--- config.mk ---
export PLATFORM = sky130hd
export DESIGN_NAME = fp_convert_seq_flat
export DESIGN_NICKNAME = d
export VERILOG_FILES = /design/src/rtl/fp_convert_if.sv /design/src/rtl/fp_convert_seq.sv /design/src/flat_wrapper.sv
export SDC_FILE = /design/constraint.sdc
export NUM_CORES = 1
export LEC_CHECK = 0
export BUFFER_PORTS_ARGS = -buffer_cell sky130_fd_sc_hd__buf_2
export CORE_MARGIN = 1
export CORE_UTILIZATION = 45
export DETAILED_ROUTE_END_ITERATION = 8
export GPL_TIMING_DRIVEN = 0
export PLACE_DENSITY = 0.66
export SLEW_MARGIN = 40
export SYNTH_ARGS = -nofsm -noshare
export SYNTH_HDL_FRONTEND = slang
export SYNTH_SLANG_ARGS = --single-unit
--- constraint.sdc ---
create_clock -name clk -period 2.7 [get_ports clk]
set_clock_uncertainty 0.2 [all_clocks]
set_input_delay 0.54 -clock clk [delete_from_list [all_inputs] [get_ports clk]]
set_output_delay 0.54 -clock clk [all_outputs]
set_load 0.01 [all_outputs]
--- src/rtl/fp_convert_if.sv ---
// Handshake bundle between the sample source, the float converter and the encode stage.
// The source drives the input side and the consumer drives out_ready.
interface fp_convert_if #(
  parameter int IN_W  = 12,
  parameter int EXP_W = 3,
  parameter int MAN_W = 4
);
  logic             in_valid;
  logic             in_ready;
  logic [IN_W-1:0]  d;
  logic             out_valid;
  logic             out_ready;
  logic             s;
  logic [EXP_W-1:0] e;
  logic [MAN_W-1:0] f;
  logic             sat;

  modport master (
    output in_valid, d, out_ready,
    input  in_ready, out_valid, s, e, f, sat
  );

  modport slave (
    input  in_valid, d, out_ready,
    output in_ready, out_valid, s, e, f, sat
  );
endinterface

--- src/rtl/fp_convert_seq.sv ---
// Sequential two's-complement to sign/exponent/significand converter.
// It normalises one bit per clock and rounds to nearest.
//  state | meaning
//  IDLE  | waiting for a sample (in_ready high)
//  NORM  | shifting the magnitude left until its MSB is set or the exponent is 0
//  ROUND | rounding the top bits and loading s/e/f/sat
//  PACK  | raising out_valid one cycle after the result is loaded
//  DONE  | holding the result until out_ready
module fp_convert_seq #(
  parameter int IN_W  = 12,
  parameter int EXP_W = 3,
  parameter int MAN_W = 4
) (
  input  logic        clk,
  input  logic        rst,
  fp_convert_if.slave bus
);
  localparam int EMAX = IN_W - MAN_W - 1;
  localparam logic [EXP_W-1:0] EMAX_E = EXP_W'(EMAX);

  typedef enum logic [2:0] {IDLE, NORM, ROUND, PACK, DONE} state_t;

  state_t           state;
  logic [IN_W-2:0]  mag;
  logic [EXP_W-1:0] exp_r;
  logic             s_reg;
  logic             sat_reg;
  logic             out_valid_r;
  logic             s_r;
  logic [EXP_W-1:0] e_r;
  logic [MAN_W-1:0] f_r;
  logic             sat_r;

  logic [IN_W-1:0]  d_neg;
  logic             d_is_min;
  logic [IN_W-2:0]  d_mag;
  logic [MAN_W-1:0] fr;
  logic             rb;

  assign d_neg    = -bus.d;
  assign d_is_min = (bus.d == {1'b1, {(IN_W-1){1'b0}}});
  assign d_mag    = d_is_min ? {(IN_W-1){1'b1}}
                  : (bus.d[IN_W-1] ? d_neg[IN_W-2:0] : bus.d[IN_W-2:0]);
  assign fr       = mag[IN_W-2 -: MAN_W];
  assign rb       = mag[IN_W-2-MAN_W];

  assign bus.in_ready  = (state == IDLE) & ~rst;
  assign bus.out_valid = out_valid_r;
  assign bus.s         = s_r;
  assign bus.e         = e_r;
  assign bus.f         = f_r;
  assign bus.sat       = sat_r;

  always_ff @(posedge clk or posedge rst) begin
    if (rst) begin
      state       <= IDLE;
      mag         <= '0;
      exp_r       <= '0;
      s_reg       <= 1'b0;
      sat_reg     <= 1'b0;
      out_valid_r <= 1'b0;
      s_r         <= 1'b0;
      e_r         <= '0;
      f_r         <= '0;
      sat_r       <= 1'b0;
    end else begin
      case (state)
        IDLE: begin
          if (bus.in_valid) begin
            s_reg   <= bus.d[IN_W-1];
            mag     <= d_mag;
            sat_reg <= d_is_min;
            exp_r   <= EMAX_E;
            state   <= NORM;
          end
        end
        NORM: begin
          if (exp_r == '0 || mag[IN_W-2]) begin
            state <= ROUND;
          end else begin
            mag   <= mag << 1;
            exp_r <= exp_r - EXP_W'(1);
          end
        end
        ROUND: begin
          s_r <= s_reg;
          // A round-up of an all-ones fraction carries into the exponent unless already at EMAX.
          if (!rb) begin
            f_r   <= fr;
            e_r   <= exp_r;
            sat_r <= sat_reg;
          end else if (!(&fr)) begin
            f_r   <= fr + MAN_W'(1);
            e_r   <= exp_r;
            sat_r <= sat_reg;
          end else if (exp_r != EMAX_E) begin
            f_r   <= {1'b1, {(MAN_W-1){1'b0}}};
            e_r   <= exp_r + EXP_W'(1);
            sat_r <= sat_reg;
          end else begin
            f_r   <= '1;
            e_r   <= EMAX_E;
            sat_r <= 1'b1;
          end
          state <= PACK;
        end
        PACK: begin
          out_valid_r <= 1'b1;
          state       <= DONE;
        end
        DONE: begin
          if (bus.out_ready) begin
            out_valid_r <= 1'b0;
            state       <= IDLE;
          end
        end
        default: state <= IDLE;
      endcase
    end
  end
endmodule

--- src/flat_wrapper.sv ---
// flat-port wrapper written by rule: the top's interface ports become plain ports
module fp_convert_seq_flat 
#(
  parameter int IN_W  = 12,
  parameter int EXP_W = 3,
  parameter int MAN_W = 4
)
  (clk, rst, bus_in_valid, bus_d, bus_out_ready, bus_in_ready, bus_out_valid, bus_s, bus_e, bus_f, bus_sat);
  fp_convert_if #(.IN_W(IN_W), .EXP_W(EXP_W), .MAN_W(MAN_W)) bus_i ();
  input  logic clk;
  input  logic rst;
  input wire logic [$bits(bus_i.in_valid)-1:0] bus_in_valid;
  input wire logic [$bits(bus_i.d)-1:0] bus_d;
  input wire logic [$bits(bus_i.out_ready)-1:0] bus_out_ready;
  output wire logic [$bits(bus_i.in_ready)-1:0] bus_in_ready;
  output wire logic [$bits(bus_i.out_valid)-1:0] bus_out_valid;
  output wire logic [$bits(bus_i.s)-1:0] bus_s;
  output wire logic [$bits(bus_i.e)-1:0] bus_e;
  output wire logic [$bits(bus_i.f)-1:0] bus_f;
  output wire logic [$bits(bus_i.sat)-1:0] bus_sat;
  assign bus_i.in_valid = bus_in_valid;
  assign bus_i.d = bus_d;
  assign bus_i.out_ready = bus_out_ready;
  assign bus_in_ready = bus_i.in_ready;
  assign bus_out_valid = bus_i.out_valid;
  assign bus_s = bus_i.s;
  assign bus_e = bus_i.e;
  assign bus_f = bus_i.f;
  assign bus_sat = bus_i.sat;
  fp_convert_seq #(.IN_W(IN_W), .EXP_W(EXP_W), .MAN_W(MAN_W)) u_core (.clk(clk), .rst(rst), .bus(bus_i));
endmodule
==> impl_metrics.py, run 1 <==
metrics = {
    "status": {
        "status": "finished, final reports clean",
    },
    "power": {
        "p_clk_frac": 0.172,
        "cellLeakagePower_nw": 0.930,
        "power-per-cell-area_mw_per_mm2": 1130,
        "seq_power_share": 0.324,
        "p_switching_uw": 944,
        "internal_power_mw": 1.38,
        "vdd_ir_drop_max_mv": 0.356,
        "power_mw": 2.32,
        "swShare": 0.407,
        "combPwrFrac": 0.504,
    },
    "timing": {
        "fmax_mhz": 456,
        "setup_viol": 0,
        "worst_slew_margin_rel": 0.557,
        "drv_slew": 0,
        "tns_ns": 0,
        "rsz0062_at_grt": "false",
        "min_period_over_period": 0.812,
        "tightest_slew_ns": 0.663,
        "layout_min_cycle_time_ns": 2.19,
        "hold_viol_final": 0,
    },
    "layout": {
        "fill_cells": 361,
        "diodes": 0,
        "layout-drive-gt1-share": 0.242,
        "seqCellArea_um2": 726,
        "multi_input_area_um2": 916,
        "largest_reg_flops": 11,
        "finalInstanceArea_mm2": 0.00205,
        "fin_nets": 247,
        "regMostFlops": "u_core.mag",
        "fin_util": 0.555,
        "synthToLayoutAreaGrowth_pct": 16.6,
    },
    "setup_path": {
        "max_stage_delay_ns": 0.37,
        "cp_max_fo": 10,
        "crit_top_cell": "buf_2",
        "required_ns": 2.72,
        "crit_arrival_ns": 2.21,
        "critPathLaunchType": "flop",
        "worst_path_max_delay_cell": "or3_1",
        "cp-end-kind": "flop",
        "worstRegToRegCells": 9,
        "criticalPathCategory": "reg2reg",
        "critical_path.cell_chain": "buf_2, or3b_1, buf_2, or3_1, buf_6, nand2_8, buf_12, nor2_2, a21oi_2",
    },
    "floorplan": {
        "fp.dieH_um": 64.5,
        "start_util": 0.476,
        "core_mm2": 0.00369,
        "placementRows": 22,
        "dieArea_mm2": 0.00415,
        "fp.dieW_um": 64.5,
        "ios": 27,
    },
    "clock_tree": {
        "postCtsSetupBuffers": 0,
        "path_clk_slew_ns": 0.07,
        "clkLatencyLatePin_ns": 0.29,
        "cts_resized": 0,
        "cts_hold_buf": 0,
        "cts_tree": "built",
        "root_buffer": "clkbuf_8",
        "cts_buffer_depth": 2,
        "cts_made_buffers": 5,
        "clock-sinks": 29,
        "h-tree-depth": 2,
    },
    "synth": {
        "synthTopCellsByArea": "dfrtp_1 41%, o21ai_0 5.7%, nand2_1 5.3%, a21oi_1 3.7%, ha_1 3.6%",
        "syn_area_mm2": 0.00176,
        "synth_warnings": 0,
        "synth_top_area_share": 0.413,
        "ys_ff_latch": 29,
        "avgSynthCellArea_um2": 9.10,
        "synthCells": 193,
        "syn_nets": 214,
        "synth-seq-area-share": 0.413,
        "async_flop_share": 1.00,
        "synth_edf_count": 0,
        "yosysTopAreaCell": "dfrtp_1",
        "post-synth-top-count-cell": "dfrtp_1",
        "synthFlopType": "dfrtp_1",
        "synthTopCellsByCount": "29 x dfrtp_1, 25 x nand2_1, 20 x o21ai_0, 13 x a21oi_1, 9 x nor2_1",
        "synth.lib_cells_used.distinct": 51,
    },
    "grt": {
        "antenna_found_initial": 0,
        "overflow": 0,
        "grt_pass1_vias": 1348,
        "track_usage": 0.196,
        "grt_pass1_wl_um": 6180,
        "grt_max_degree": 30,
    },
    "route": {
        "drc": 0,
        "drt_pass1_iterations": 4,
        "num_vias": 1473,
        "wirelength_um": 3570,
        "routedWlPerCell_um": 13.0,
        "drt_iter0_drc": 55,
        "ant_nets": 0,
        "vias_per_cell": 5.36,
    },
    "place": {
        "dp_hpwl_um": 2590,
        "routabilityCongestion": 0.785,
        "placed_area_mm2": 0.00195,
        "port_buffers": 26,
    },
    "job": {
        "maxCapViolCount": 0,
    },
    "min_path": {
        "hp-class": "in2async",
    },
}
layer usage:
metal	wire, um	vias up	share of wire	track usage
li1	-	755	-	-
met1	1660	679	0.46	0.238
met2	1700	33	0.48	0.326
met3	146	6	0.041	0.0528
met4	66	0	0.018	0.0806
met5	0	-	0	0
layout make-up:
class                           count  area share
Multi-Input combinational cell    144       0.447
Timing Repair Buffer               26      0.0636
Buffer                             13      0.0428
Inverter                            7      0.0128
Tap cell                           48      0.0293
Clock buffer                        7      0.0471
Clock inverter                      1     0.00244
Sequential cell                    29       0.355
power groups by stage:
stage	clock, mW	sequential, mW	combinational, mW
global route	0.428	0.782	1.32
CTS	0.409	0.755	1.19
global placement	0	0.752	1.17
finish	0.398	0.752	1.17
floorplan	0	0.773	0.876
detailed placement	0	0.762	1.18
critical path: cells and delay by family, from the launching register on:
family | cells | cell delay [ns]
simple gates | 4 | 0.83
compound gates | 1 | 0.11
buf+inv | 4 | 0.63
flops | 1 | 0.36
worst paths after layout:
path,start,endpoint,slack (ns)
max,u_core.state[1],u_core.exp_r[0],0.51
min reg2reg,u_core.bus.f[2],u_core.bus.f[2],0.26
max reg2reg,u_core.state[1],u_core.exp_r[0],0.51
min,rst,u_core.state[2],0.13
min in group clk,u_core.bus.f[2],u_core.bus.f[2],0.26
max in group asynchronous,rst,u_core.mag[9],1.77
cell families after synthesis:
| group | count (synthesis) | share of synthesized area |
|---|---|---|
| mux | 3 | 0.0171 |
| xor+xnor | 7 | 0.0349 |
| compound gates | 59 | 0.211 |
| buf+inv | 20 | 0.0649 |
| fa+ha+maj | 5 | 0.0356 |
| flops | 29 | 0.413 |
| simple gates | 70 | 0.223 |
per-stage QoR:
step	std cells	hold slack, ns	worst slack [ns]
finish	275	0.133	0.507
CTS	275	0.149	0.487
floorplan	193	0.239	0.639
global placement	267	0.247	0.342
global route	275	0.186	0.391
detailed placement	267	0.255	0.337
layout by cell type, fill, tap and decap left out, drive strengths merged, types with 2 or more instances in the layout:
cell type	netlist	final
a21boi	3	3
a21o	2	2
a21oi	17	17
a31oi	5	5
and2	2	2
buf	7	33
clkbuf	6	13
dfrtp	29	29
ha	5	5
inv	7	7
mux2i	3	3
nand2	26	26
nand2b	3	3
nand3	5	5
nand4	4	4
nor2	13	13
nor2b	2	2
nor3	3	3
nor3b	2	2
nor4	2	2
o21ai	20	20
o2bb2ai	2	2
or3b	2	2
xnor2	5	5
xor2	2	2
No activity file was read; power rests on OpenSTA's default activity.
==> run 2: changes to the inputs <==
==> constraint.sdc (replaced) <==
create_clock -name clk -period 2.1 [get_ports clk]
set_clock_uncertainty 0.2 [all_clocks]
set_input_delay 0.42 -clock clk [delete_from_list [all_inputs] [get_ports clk]]
set_output_delay 0.42 -clock clk [all_outputs]
set_load 0.01 [all_outputs]
==> run 2 against run 1 <==
Wire length increased by 4.0%. Combinational power increased by 47%. Non-clock buffer count increased by 5. Sequential share of layout area decreased by 1.5 points. Die area unchanged. Register-to-register slack got worse by 0.48 ns. Core utilization increased by 2.6 points. Sequential power increased by 31%. Critical endpoint is now u_core.mag[3]. Highest routed layer unchanged.
==> impl_metrics.py, run 2 (same netlist as run 1, synthesis figures left out) <==
metrics = {
    "timing": {
        "worst_slew_margin_rel": 0.573,
        "hold_viol_final": 0,
        "fin_hold_ws_ns": 0.00597,
        "setup_viol": 0,
        "layout_min_cycle_time_ns": 2.08,
        "tightest_slew_ns": 0.638,
        "drv_slew": 0,
        "min_period_over_period": 0.988,
        "fmax_mhz": 482,
        "tns_ns": 0,
    },
    "floorplan": {
        "core_mm2": 0.00369,
        "placementRows": 22,
        "start_util": 0.476,
        "fp.dieW_um": 64.5,
        "fp.dieH_um": 64.5,
        "ios": 27,
        "dieArea_mm2": 0.00415,
    },
    "min_path": {
        "hp-class": "in2async",
    },
    "grt": {
        "grt_pass1_wl_um": 6370,
        "use_met3": 0.0528,
        "grt_pass1_vias": 1366,
        "grt-busiest-layer": "met2",
        "grt_use_met1": 0.252,
        "antenna_found_initial": 0,
        "grt_max_degree": 30,
        "grt_util_met2": 0.332,
        "overflow": 0,
        "track_usage": 0.202,
    },
    "layout": {
        "diodes": 0,
        "largest_reg_flops": 11,
        "final_cell_mix": "27 x buf_2, 27 x dfrtp_1, 25 x nand2_1",
        "layout.cells.non_filler": 280,
        "fin_nets": 252,
        "layout-drive-gt1-share": 0.276,
        "synthToLayoutAreaGrowth_pct": 22.0,
        "regMostFlops": "u_core.mag",
    },
    "setup_path": {
        "max_stage_delay_ns": 0.42,
        "cp_max_fo": 6,
        "critical_path.cell_chain": "buf_6, or3b_1, buf_6, or3_4, buf_6, o221a_4",
        "critPathLaunchType": "flop",
        "required_ns": 2.08,
        "worst_path_max_delay_cell": "or3_4",
        "crit_arrival_ns": 2.05,
        "cp-end-kind": "flop",
        "criticalPathCategory": "reg2reg",
        "crit_top_cell": "buf_6",
    },
    "route": {
        "routedWlPerCell_um": 13.3,
        "num_vias": 1488,
        "drt_pass1_iterations": 4,
        "drt_iter0_drc": 66,
        "ant_nets": 0,
        "drc": 0,
        "wirelength_um": 3720,
        "vias_per_cell": 5.31,
    },
    "place": {
        "dpl.cell_count": 267,
        "dp_hpwl_um": 2590,
        "routabilityCongestion": 0.785,
        "port_buffers": 26,
    },
    "clock_tree": {
        "clkLatencyLatePin_ns": 0.29,
        "path_clk_slew_ns": 0.06,
        "cts_buffer_depth": 2,
        "h-tree-depth": 2,
        "cts_made_buffers": 5,
        "root_buffer": "clkbuf_8",
        "clock-sinks": 29,
        "cts_tree": "built",
    },
    "status": {
        "status": "finished, final reports clean",
    },
    "power": {
        "power-per-cell-area_mw_per_mm2": 1500,
        "vdd_ir_drop_max_mv": 0.430,
        "cellLeakagePower_nw": 0.970,
        "power_mw": 3.22,
    },
    "job": {
        "maxCapViolCount": 0,
    },
}
[run 2: timing repair]
item                                    4_1_cts  5_1_grt
hold buffers                                  0        0
resized for setup                             9        2
endpoints found under the setup margin       11        9
cloned                                        1        0
pin swaps                                     2        2
setup buffers                                 5        2
[run 2: where the power goes]
group          switching (mW)  internal [mW]  total [mW]
registers               0.161          0.822       0.983
clock network           0.220          0.296       0.516
logic                   0.903          0.814        1.72
total                    1.28           1.93        3.22
[run 2: layer usage]
layer,vias to the layer above,part of all wire
met2,29,0.48
met1,692,0.47
li1,762,-
met4,0,0.019
met3,5,0.034
met5,-,0
[run 2: path summary, 6_finish.rpt]
check,slack [ns],cells past startpoint,end,from
max,0.02,6,u_core.mag[3],u_core.state[0]
min,0.006,2,u_core.state[2],rst
max reg2reg,0.02,6,u_core.mag[3],u_core.state[0]
min reg2reg,0.26,2,u_core.bus.f[2],u_core.bus.f[2]
max in group asynchronous,1.26,2,u_core.exp_r[0],rst
min in group clk,0.20,3,u_core.state[2],bus_out_ready
[run 2: metrics by stage]
| step | area [um2] | setup WS (ns) | util |
|---|---|---|---|
| 6_report | 2140 | 0.0243 | 0.581 |
| 5_1_grt | 2140 | -0.0000733 | 0.581 |
| 4_1_cts | 2140 | -0.0170 | 0.580 |
| 3_5_place_dp | 1950 | -0.143 | 0.527 |
| 3_3_place_gp | 1950 | -0.138 | 0.527 |
| 2_1_floorplan | 1760 | 0.0386 | - |
[run 2: layout make-up]
class / instances / area, um2
fill: 355 / 1550
multi-input combinational: 144 / 942
sequential: 29 / 728
timing repair buffer: 34 / 214
clock buffer: 7 / 96.3
buffer: 10 / 70.1
tap: 48 / 60.1
inverter: 7 / 26.3
clock inverter: 1 / 5.00
[run 2: critical path: cells and delay by family (launching register included)]
family	cells	cell delay, ns
buffers and inverters	3	0.40
DFF	1	0.34
and+or+nand+nor	2	0.78
AOI/OAI and AO/OA	1	0.25
==> run 3: changes to the inputs <==
--- a/config.mk
+++ b/config.mk
@@ -6,10 +6,12 @@
 export NUM_CORES = 1
 export LEC_CHECK = 0
 export BUFFER_PORTS_ARGS = -buffer_cell sky130_fd_sc_hd__buf_2
-export CORE_MARGIN = 1
+export CORE_MARGIN = 2
 export CORE_UTILIZATION = 45
+export CTS_CLUSTER_SIZE = 28
 export DETAILED_ROUTE_END_ITERATION = 8
 export GPL_TIMING_DRIVEN = 0
+export HOLD_SLACK_MARGIN = 0.08
 export PLACE_DENSITY = 0.66
 export SLEW_MARGIN = 40
 export SYNTH_ARGS = -nofsm -noshare
==> run 3 against run 2 <==
Cell count is 1.4% higher. Clock power is 11% lower. Sequential cell count unchanged. Sequential power decreased by 0.6%. Global-route usage down 1.1 points. Via count increased by 1.4%. Power decreased by 1.5%. Register-to-register slack improved by 0.096 ns. Die area increased by 6.3%.
==> impl_metrics.py, run 3 (same netlist as run 1, synthesis figures left out) <==
metrics = {
    "status": {
        "status": "finished, final reports clean",
    },
    "grt": {
        "antenna_found_initial": 0,
        "grt_max_degree": 30,
        "track_usage": 0.191,
        "overflow": 0,
        "grt_pass1_vias": 1323,
        "grt_pass1_wl_um": 6250,
    },
    "power": {
        "internal_power_mw": 1.90,
        "seq_power_share": 0.308,
        "power-per-cell-area_mw_per_mm2": 1470,
        "power_mw": 3.17,
        "p_switching_mw": 1.27,
        "vdd_ir_drop_max_mv": 0.561,
        "p_clk_frac": 0.145,
        "combPwrFrac": 0.547,
        "cellLeakagePower_nw": 0.985,
        "swShare": 0.400,
    },
    "setup_path": {
        "critPathLaunch": "rst",
        "crit_arrival_ns": 1.40,
        "critPathLaunchType": "input port",
        "required_ns": 1.48,
        "cp_max_fo": 2,
        "cp-end-kind": "output pin",
        "r2r_start": "u_core.exp_r[0]",
        "criticalPathCategory": "in2out",
    },
    "clock_tree": {
        "cts_tree": "built",
        "root_buffer": "clkbuf_8",
        "cts_made_buffers": 5,
        "h-tree-depth": 2,
        "cts_buffer_depth": 2,
        "path_clk_slew_ns": 0.05,
        "clock-sinks": 29,
        "clkLatencyLatePin_ns": 0.28,
    },
    "min_path": {
        "worstHoldStart": "bus_out_ready",
        "hp-class": "in2reg",
    },
    "place": {
        "place_ws_ns": -0.136,
        "port_buffers": 26,
        "dp_hpwl_um": 2570,
        "routabilityCongestion": 0.756,
        "dpl.cell_count": 267,
        "placed_area_mm2": 0.00195,
    },
    "job": {
        "maxCapViolCount": 0,
    },
    "layout": {
        "layout.cells.non_filler": 284,
        "final_common_cell": "dfrtp_1",
        "fin_nets": 257,
        "fin_util": 0.580,
        "finalInstanceArea_mm2": 0.00216,
        "synthToLayoutAreaGrowth_pct": 22.9,
        "layout-drive-gt1-share": 0.284,
        "largest_reg_flops": 11,
        "final_cell_mix": "28 x dfrtp_1, 27 x buf_2, 25 x nand2_1",
        "diodes": 0,
        "regMostFlops": "u_core.mag",
    },
    "route": {
        "wirelength_um": 3750,
        "drt_pass1_iterations": 4,
        "drt_iter0_drc": 52,
        "num_vias": 1509,
        "vias_per_cell": 5.31,
        "drc": 0,
        "routedWlPerCell_um": 13.2,
        "ant_nets": 0,
    },
    "floorplan": {
        "start_util": 0.472,
        "core_mm2": 0.00372,
        "dieArea_mm2": 0.00442,
        "fp.dieW_um": 66.5,
        "fp.dieH_um": 66.5,
        "placementRows": 22,
        "ios": 27,
    },
    "timing": {
        "layout_min_cycle_time_ns": 2.02,
        "final.setup.worst_slack_ns": 0.0794,
        "hold_viol_final": 0,
        "setup_viol": 0,
        "fmax_mhz": 495,
        "worst_slew_margin_rel": 0.587,
        "min_period_over_period": 0.962,
        "tightest_slew_ns": 0.619,
        "drv_slew": 0,
    },
}
-- run 3: changes by cell type in the layout (fill, tap and decap cells not counted), sizes merged --
cell	delta
clkinv	-1
buf	+5
clkbuf	-1
dlygate4sd3	+1
-- run 3: final timing paths --
path	end	slack (ns)	depth (start not counted)
min reg2reg	u_core.bus.f[2]	0.27	2
min in group asynchronous	u_core.bus.f[1]	0.57	3
max in group asynchronous	u_core.state[1]	0.70	3
max reg2reg	u_core.exp_r[0]	0.12	8
max	bus_in_ready	0.08	4
min	u_core.state[2]	0.22	3
-- run 3: repair_timing --
action,4_1_cts,5_1_grt
setup endpoints to repair,12,10
hold buffers,1,0
hold endpoints to repair,29,0
buffers inserted,4,9
gates resized for setup,6,3
pin swaps,2,2
cloned,1,0
-- run 3: layout make-up --
class / instances / area (um2)
buffer: 9 / 66.3
clock buffer: 7 / 86.3
fill: 375 / 1560
inverter: 7 / 26.3
multi-input combinational: 144 / 933
sequential: 29 / 727
tap: 48 / 60.1
timing repair buffer: 40 / 258
-- run 3: critical path, cell delays in order --
cell and delay [ns]:
dlygate4sd3_1 0.53, buf_2 0.13, nor4_1 0.15, buf_2 0.17
-- run 3: metal layers --
metal  GRT usage  wire (um)  vias up
li1            -          -      771
met1       0.252       1760      696
met2       0.290       1760       35
met3      0.0456        149        7
met4      0.0995         82        0
met5           0          0        -
-- run 3: power groups by stage --
stage                     clock [mW]  combinational [mW]  sequential [mW]
after floorplan                    0                1.13            0.994
after global placement             0                1.50            0.967
after detailed placement           0                1.52            0.978
after CTS                      0.471                1.68            0.973
after global routing           0.490                1.95             1.01
final                          0.459                1.73            0.977
-- run 3: through the flow --
stage	hold WS, ns	TNS, ns
4_1_cts	0.209	0
3_5_place_dp	0.258	-0.919
5_1_grt	0.227	-0.00948
3_3_place_gp	0.246	-0.629
2_1_floorplan	0.239	0
6_report	0.218	0
